### src/rtl/quad_pkg.sv
// ---------------------------------------------------------------------------
// quad_pkg : shared widths, pulse constants and speed-to-pulse conversion
// Rev 1.0
// ---------------------------------------------------------------------------
`default_nettype none

package quad_pkg;

    localparam int SPD_W     = 11;
    localparam int PULSE_W   = 14;
    localparam int MIN_PULSE = 6250;
    localparam int SCALE     = 3;

    typedef logic [SPD_W-1:0]   spd_t;
    typedef logic [PULSE_W-1:0] pulse_t;

    // Largest result is MIN_PULSE + SCALE*2047, which fits PULSE_W with the default constants.
    function automatic pulse_t spd_to_pulse(input spd_t spd, input logic arm,
                                            input int min_p, input int scale);
        int width;
        width = arm ? (min_p + scale * int'(spd)) : min_p;
        return pulse_t'(width);
    endfunction

endpackage

`default_nettype wire

### src/rtl/esc_pwm_chan.sv
// ---------------------------------------------------------------------------
// esc_pwm_chan : one ESC channel - 2-stage speed pipeline, frame-latched width, PWM flop
// Rev 1.0
// ---------------------------------------------------------------------------
`default_nettype none

module esc_pwm_chan
    import quad_pkg::*;
#(
    parameter int PERIOD_W  = 20,
    parameter int MIN_PULSE = quad_pkg::MIN_PULSE,
    parameter int SCALE     = quad_pkg::SCALE
) (
    input  logic                clk,
    input  logic                rst_n,
    input  logic                arm,
    input  spd_t                spd,
    input  logic [PERIOD_W-1:0] cnt,
    output logic                pwm
);

    spd_t   spd_q;
    logic   arm_q;
    pulse_t pulse_q;
    pulse_t active_pulse;

    logic [PERIOD_W-1:0] active_ext;
    logic                frame_load;

    assign active_ext = PERIOD_W'(active_pulse);
    assign frame_load = (cnt == '0);

    always_ff @(posedge clk or negedge rst_n) begin
        if (!rst_n) begin
            spd_q        <= '0;
            arm_q        <= 1'b0;
            pulse_q      <= pulse_t'(MIN_PULSE);
            active_pulse <= pulse_t'(MIN_PULSE);
            pwm          <= 1'b0;
        end else begin
            spd_q   <= spd;
            arm_q   <= arm;
            pulse_q <= spd_to_pulse(spd_q, arm_q, MIN_PULSE, SCALE);
            // The width only changes at the frame edge, so a running pulse is never cut or stretched.
            if (frame_load) begin
                active_pulse <= pulse_q;
                pwm          <= 1'b1;
            end else if (cnt == active_ext) begin
                pwm <= 1'b0;
            end
        end
    end

endmodule

`default_nettype wire

### src/rtl/esc_drv.sv
// ---------------------------------------------------------------------------
// esc_drv : four-channel OneShot ESC driver sharing one free-running frame counter
// Rev 1.0
// ---------------------------------------------------------------------------
`default_nettype none

module esc_drv
    import quad_pkg::*;
#(
    parameter int PERIOD_W  = 20,
    parameter int MIN_PULSE = quad_pkg::MIN_PULSE,
    parameter int SCALE     = quad_pkg::SCALE
) (
    input  logic             clk,
    input  logic             rst_n,
    input  logic             arm,
    input  logic [SPD_W-1:0] frnt_spd,
    input  logic [SPD_W-1:0] bck_spd,
    input  logic [SPD_W-1:0] lft_spd,
    input  logic [SPD_W-1:0] rght_spd,
    output logic             frnt,
    output logic             bck,
    output logic             lft,
    output logic             rght,
    output logic             frame_strt
);

    logic [PERIOD_W-1:0] cnt;
    spd_t                spd_v [4];
    logic [3:0]          pwm_v;

    always_ff @(posedge clk or negedge rst_n) begin
        if (!rst_n) begin
            cnt        <= '0;
            frame_strt <= 1'b0;
        end else begin
            cnt        <= cnt + PERIOD_W'(1);
            frame_strt <= (cnt == '0);
        end
    end

    assign spd_v[0] = frnt_spd;
    assign spd_v[1] = bck_spd;
    assign spd_v[2] = lft_spd;
    assign spd_v[3] = rght_spd;

    generate
        for (genvar g = 0; g < 4; g++) begin : g_chan
            esc_pwm_chan #(
                .PERIOD_W  (PERIOD_W),
                .MIN_PULSE (MIN_PULSE),
                .SCALE     (SCALE)
            ) u_chan (
                .clk   (clk),
                .rst_n (rst_n),
                .arm   (arm),
                .spd   (spd_v[g]),
                .cnt   (cnt),
                .pwm   (pwm_v[g])
            );
        end
    endgenerate

    assign frnt = pwm_v[0];
    assign bck  = pwm_v[1];
    assign lft  = pwm_v[2];
    assign rght = pwm_v[3];

endmodule

`default_nettype wire

### config.mk
export PLATFORM = sky130hd
export DESIGN_NAME = esc_drv
export DESIGN_NICKNAME = d
export VERILOG_FILES = /design/src/rtl/quad_pkg.sv /design/src/rtl/esc_pwm_chan.sv /design/src/rtl/esc_drv.sv
export SDC_FILE = /design/constraint.sdc
export NUM_CORES = 1
export LEC_CHECK = 0
export BUFFER_PORTS_ARGS = -buffer_cell sky130_fd_sc_hd__buf_4
export CAP_MARGIN = 40
export CORE_AREA = 2 2 141 178
export CTS_BUF_LIST = sky130_fd_sc_hd__clkbuf_8
export DETAILED_ROUTE_END_ITERATION = 8
export DIE_AREA = 0 0 143 180
export PLACE_DENSITY = 0.65
export SETUP_SLACK_MARGIN = 0.5
export SYNTH_ARGS = -nofsm -noshare
export SYNTH_HDL_FRONTEND = slang
export SYNTH_SLANG_ARGS = --single-unit
### constraint.sdc
create_clock -name clk -period 5.1 [get_ports clk]
set_clock_uncertainty 0.2 [all_clocks]
set_input_delay 0.765 -clock clk [delete_from_list [all_inputs] [get_ports clk]]
set_output_delay 0.765 -clock clk [all_outputs]
set_load 0.005 [all_outputs]
Word level (Yosys, flattened, before mapping)
Cells that the tools add are included.
- reductions and logical operators: 5
- shift-type cells: 0
- $mul: 4
- bitwise logic cells: 0
- multiplexer cells: 12
- equal/unequal tests: 4
- div/mod/pow operators: 0
- $lt $le $gt $ge: 0
- add/subtract/negate cells: 5
- operator list (cell ; number):
    20-bit by 14-bit equality test with 1-bit output ; 4
    14-bit adder (first input constant) ; 4
    14-bit 2-to-1 mux ; 4
    2-bit by 11-bit multiplier with 13-bit output (first input constant) ; 4
    20-bit by 1-bit adder with 20-bit output (second input constant) ; 1
    20-bit zero test ; 1
    1-bit 2-to-1 mux ; 8
    2-bit nonzero test ; 4
- bits in latches: 0
- bits in read-only memories: 0
- bits in writable memories: 0
- logic and storage cells: 49
- output and inout bits: 5
- bits of input ports: 47
- memories: 0
- flip-flop bits (word level): 182

Longest topological paths before layout
- word-level depth: 3
- mapped depth: 10
- gate-level depth less buffers: 10

Cells and area by module
Synthesis repeated with hierarchy kept, for this count alone.
- cell total of the unflattened synthesis: 812
- area, all modules: 9693.0 µm²
- by module, submodules not included (module ; sequential area each (µm²) ; cells an instance ; instances ; area each (µm²)):
    esc_pwm_chan (g_chan[0].u_chan ...) ; 1041.0 ; 184 ; 3 ; 2185.8
    esc_pwm_chan (g_chan[3].u_chan) ; 1041.0 ; 183 ; 1 ; 2182.1
    esc_drv ; 525.5 ; 77 ; 1 ; 953.4

Least setup slack after synthesis
OpenSTA, ideal clock, no wires.
- path kind: register -> register
- start: register g_chan[3].u_chan.spd_q[1]
- end: register g_chan[3].u_chan.pulse_q[12]
- period minus slack after synthesis: 2848 ps
- arrival time: 2566 ps
- path buffers: 0
- cell stages (with the launch flop): 11
- setup slack: 2252 ps
- library setup time: 82 ps
- required time: 4818 ps
- cells stage by stage: dfrtp_1 -> ha_1 -> fa_1 -> a211oi_4 -> o21a_1 -> o21ai_1 -> a221oi_2 -> xnor2_1 -> mux2i_1 -> a21boi_1 -> a211o_1
- cells in the longest elaborated chain, start to end: 3
- ends and longest elaborated chain (what ; RTL line ; source):
    start: declaration ; esc_pwm_chan.sv:22 ; spd_t spd_q;
    start signal: assignment ; esc_pwm_chan.sv:41 ; spd_q <= spd;
    2-bit by 11-bit multiplier with 13-bit output ; quad_pkg.sv:21 ; width = arm ? (min_p + scale * int'(spd)) : min_p;
    14-bit adder ; quad_pkg.sv:21 ;
    14-bit 2-to-1 mux ; quad_pkg.sv:21 ;
    end signal: assignment ; esc_pwm_chan.sv:37 ; pulse_q <= pulse_t'(MIN_PULSE);
    end signal: assignment ; esc_pwm_chan.sv:43 ; pulse_q <= spd_to_pulse(spd_q, arm_q, MIN_PULSE, SCALE);
    end: declaration ; esc_pwm_chan.sv:24 ; pulse_t pulse_q;
Every way passes these cells.
A chain may end at the register's enable or synchronous reset.

Worst setup path in the final report
Same ends and word-level chain as after synthesis.

==> metrics.cfg <==
[cells_and_area]
syn_to_final_growth_pct = 11.7
final_area_mm2 = 0.0106
num_antenna_cells = 0
mostFrequentLayoutCell = nand2_1
fin_cells = 1330
final_core_util_pct = 43.9
nFillCells = 2330
nets = 1092
final_cell_mix = 224 x nand2_1, 134 x dfrtp_1, 78 x xnor2_1
final_layout_size_suffix_gt1_share_pct = 16.2

[clocking]
clk_latency_ns = 0.47
htreeDepth = 4
clk_pin_slew_ns = 0.10
postCtsSetupBuffers = 0
holdBufCountCts = 0
cts_tree = done
cts.sinks = 182
cts_resized = 0
clock_path_buffers = 2
cts_inserted_buffers = 17
cts-root-buf = clkbuf_8

[placement]
hpwlAfterDp_um = 12300
dp_cells = 1298
io_buffers = 51
gp_congestion = 0.786
pre_cts_ws_ns = 2.00
placed_area_mm2 = 0.0102

[power_and_ir_drop]
finalPower_mw = 3.13
peakVddDrop_uv = 152
leakage_nw = 4.82
powerDensity_mw_per_mm2 = 296

[sta]
period_share_pct = 61.1
whs_ns = 0.134
slew_viol_final = 0
finalHoldViolCount = 0
setup_viol = 0
setup_tns_ns = 0
finalCriticalPeriod_ns = 3.11
timing.final.ws_setup_ns = 1.99
worstMarginPinSlew_ns = 0.788
fmax_mhz = 321
rsz0062_at_grt = no
relSlewSlack_pct = 47.4

[setup_path]
crit_path_max_fanout = 6
cp.depth = 10
worstReg2RegEnd = g_chan[3].u_chan.pulse_q[12]
crit_required_ns = 5.31
critPathLaunchType = register
crit_start = g_chan[3].u_chan.spd_q[1]
cp.arrival_ns = 3.32
slowest_delay_ns = 0.46
rrSetupSlack_ns = 1.99
ff2ff_path_depth = 10
path_buf_inv = 0
cpLargestDelayFamily = compound AO/OA/AOI/OAI gates
critical_path_class = register to register
crit_chain = ha_1 -> fa_1 -> a211oi_4 -> o21a_1 -> o21ai_1 -> a221oi_2 -> xnor2_1 -> mux2i_1 -> a21boi_1 -> a211o_1
crit_end = g_chan[3].u_chan.pulse_q[12]
slowest_stage = fa_1
end_kind = register
r2r_start = g_chan[3].u_chan.spd_q[1]

[drt]
drt_first_pass_iters = 4
drtIter0Drc = 387
num_vias = 6468
detail-route-antenna-nets = 0
wl_per_cell_um = 13.1
drc = 0
vias_per_cell = 4.86
routed_wl_um = 17400

[grt]
antenna_found_initial = 0
grt_pass1_vias = 6610
grt_start_max_net_pins = 100
gr-total-overflow = 0
grt_use_total_pct = 14.6
grt_pass1_wl_um = 30500

[flow_run]
maxCapViolations = 0

[yosys]
synth.avg_cell_area_um2 = 9.98
syn_nets = 1055
dominantRegCellSynth = dfrtp_1
synthArstFlopShare_pct = 100
ys_ff_latch = 182
syn-cell-area_mm2 = 0.00948
synth_seq_area_share_pct = 48.7
synth_enable_flop_cells = 0
syn_inst = 950
netlist-cell-type-count = 71
yosysWarnings = 0

[floorplan]
rows = 64
io_pins = 52
die_w_um = 143
die_h_um = 180
die-area_mm2 = 0.0257
coreArea_mm2 = 0.0241
start_util_pct = 39.3

[hold_path]
hold_class = input port to async pin

[outcome]
status = finished clean

-- power breakdown --
group          switching (mW)  internal [mW]
registers              0.0364           1.56
clock network           0.548          0.412
logic                   0.324          0.250
-- logic make-up after synthesis --
family,count (synthesis),synth area share (%)
AO/OA/AOI/OAI,124,9.83
buffers and inverters,56,2.23
flip-flops,182,48.7
multiplexers,5,0.581
adder cells (fa/ha/maj),58,7.97
AND/OR/NAND/NOR,398,19.0
XOR/XNOR,127,11.7
-- routing by layer --
layer,GRT usage [%],vias up,part of all wire [%]
met2,25.6,80,52
li1,-,3274,-
met4,5.70,0,2.1
met1,17.5,3091,44
met5,0,-,0
met3,2.58,23,2.3
-- synth_stat cells, types with 4 or more instances --
cell,n,area share [%]
nand2_1,224,8.9
dfrtp_1,134,35
xnor2_1,78,7.2
ha_1,54,7.1
nor2_1,51,2.0
xor2_1,49,4.5
dfstp_2,48,13
clkbuf_1,31,1.2
a21oi_1,25,1.3
nor3_1,24,1.3
inv_1,19,0.75
nand4_1,16,1.1
o21ai_0,15,0.79
and2_1,12,0.79
nand3_1,12,0.63
and3_1,10,0.66
o21a_1,10,0.79
a21o_1,9,0.71
nor4_1,9,0.59
nor3b_1,8,0.63
o211ai_1,8,0.63
o21ai_1,7,0.37
nand2b_1,6,0.40
o31ai_1,6,0.48
or3_1,6,0.40
buf_1,5,0.20
nand3b_1,5,0.40
fa_1,4,0.84
o21bai_1,4,0.32
-- worst min-delay path by stage --
| stage | start | end | slack [ns] |
|---|---|---|---|
| after floorplan | g_chan[0].u_chan.pulse_q[0] | g_chan[0].u_chan.active_pulse[0] | 0.22 |
| after global placement | g_chan[1].u_chan.pulse_q[9] | g_chan[1].u_chan.active_pulse[9] | 0.23 |
| after detailed placement | g_chan[3].u_chan.pulse_q[4] | g_chan[3].u_chan.active_pulse[4] | 0.23 |
| after CTS | rst_n | g_chan[0].u_chan.spd_q[5] | 0.15 |
| after global routing | rght_spd[9] | g_chan[3].u_chan.spd_q[9] | 0.16 |
| final | rst_n | g_chan[0].u_chan.spd_q[3] | 0.13 |
-- sequential cells by signal (all words and copies together) (netlist names) --
name                        flops
g_chan.u_chan.pulse_q          56
g_chan.u_chan.spd_q            44
g_chan.u_chan.active_pulse     56
g_chan.u_chan.pwm               4
frame_strt                      1
cnt                            20
g_chan.u_chan.arm_q             1
-- layout make-up --
type	instances	area, um^2	share of cell area, %
clock inverters	14	138	1.30
multi-input cells	712	4660	44.0
repair buffers	55	442	4.17
clock buffers	18	248	2.34
flip-flops and latches	182	4610	43.6
well taps	330	413	3.90
inverters	19	71.3	0.674
No activity file was read; power rests on OpenSTA's default activity.
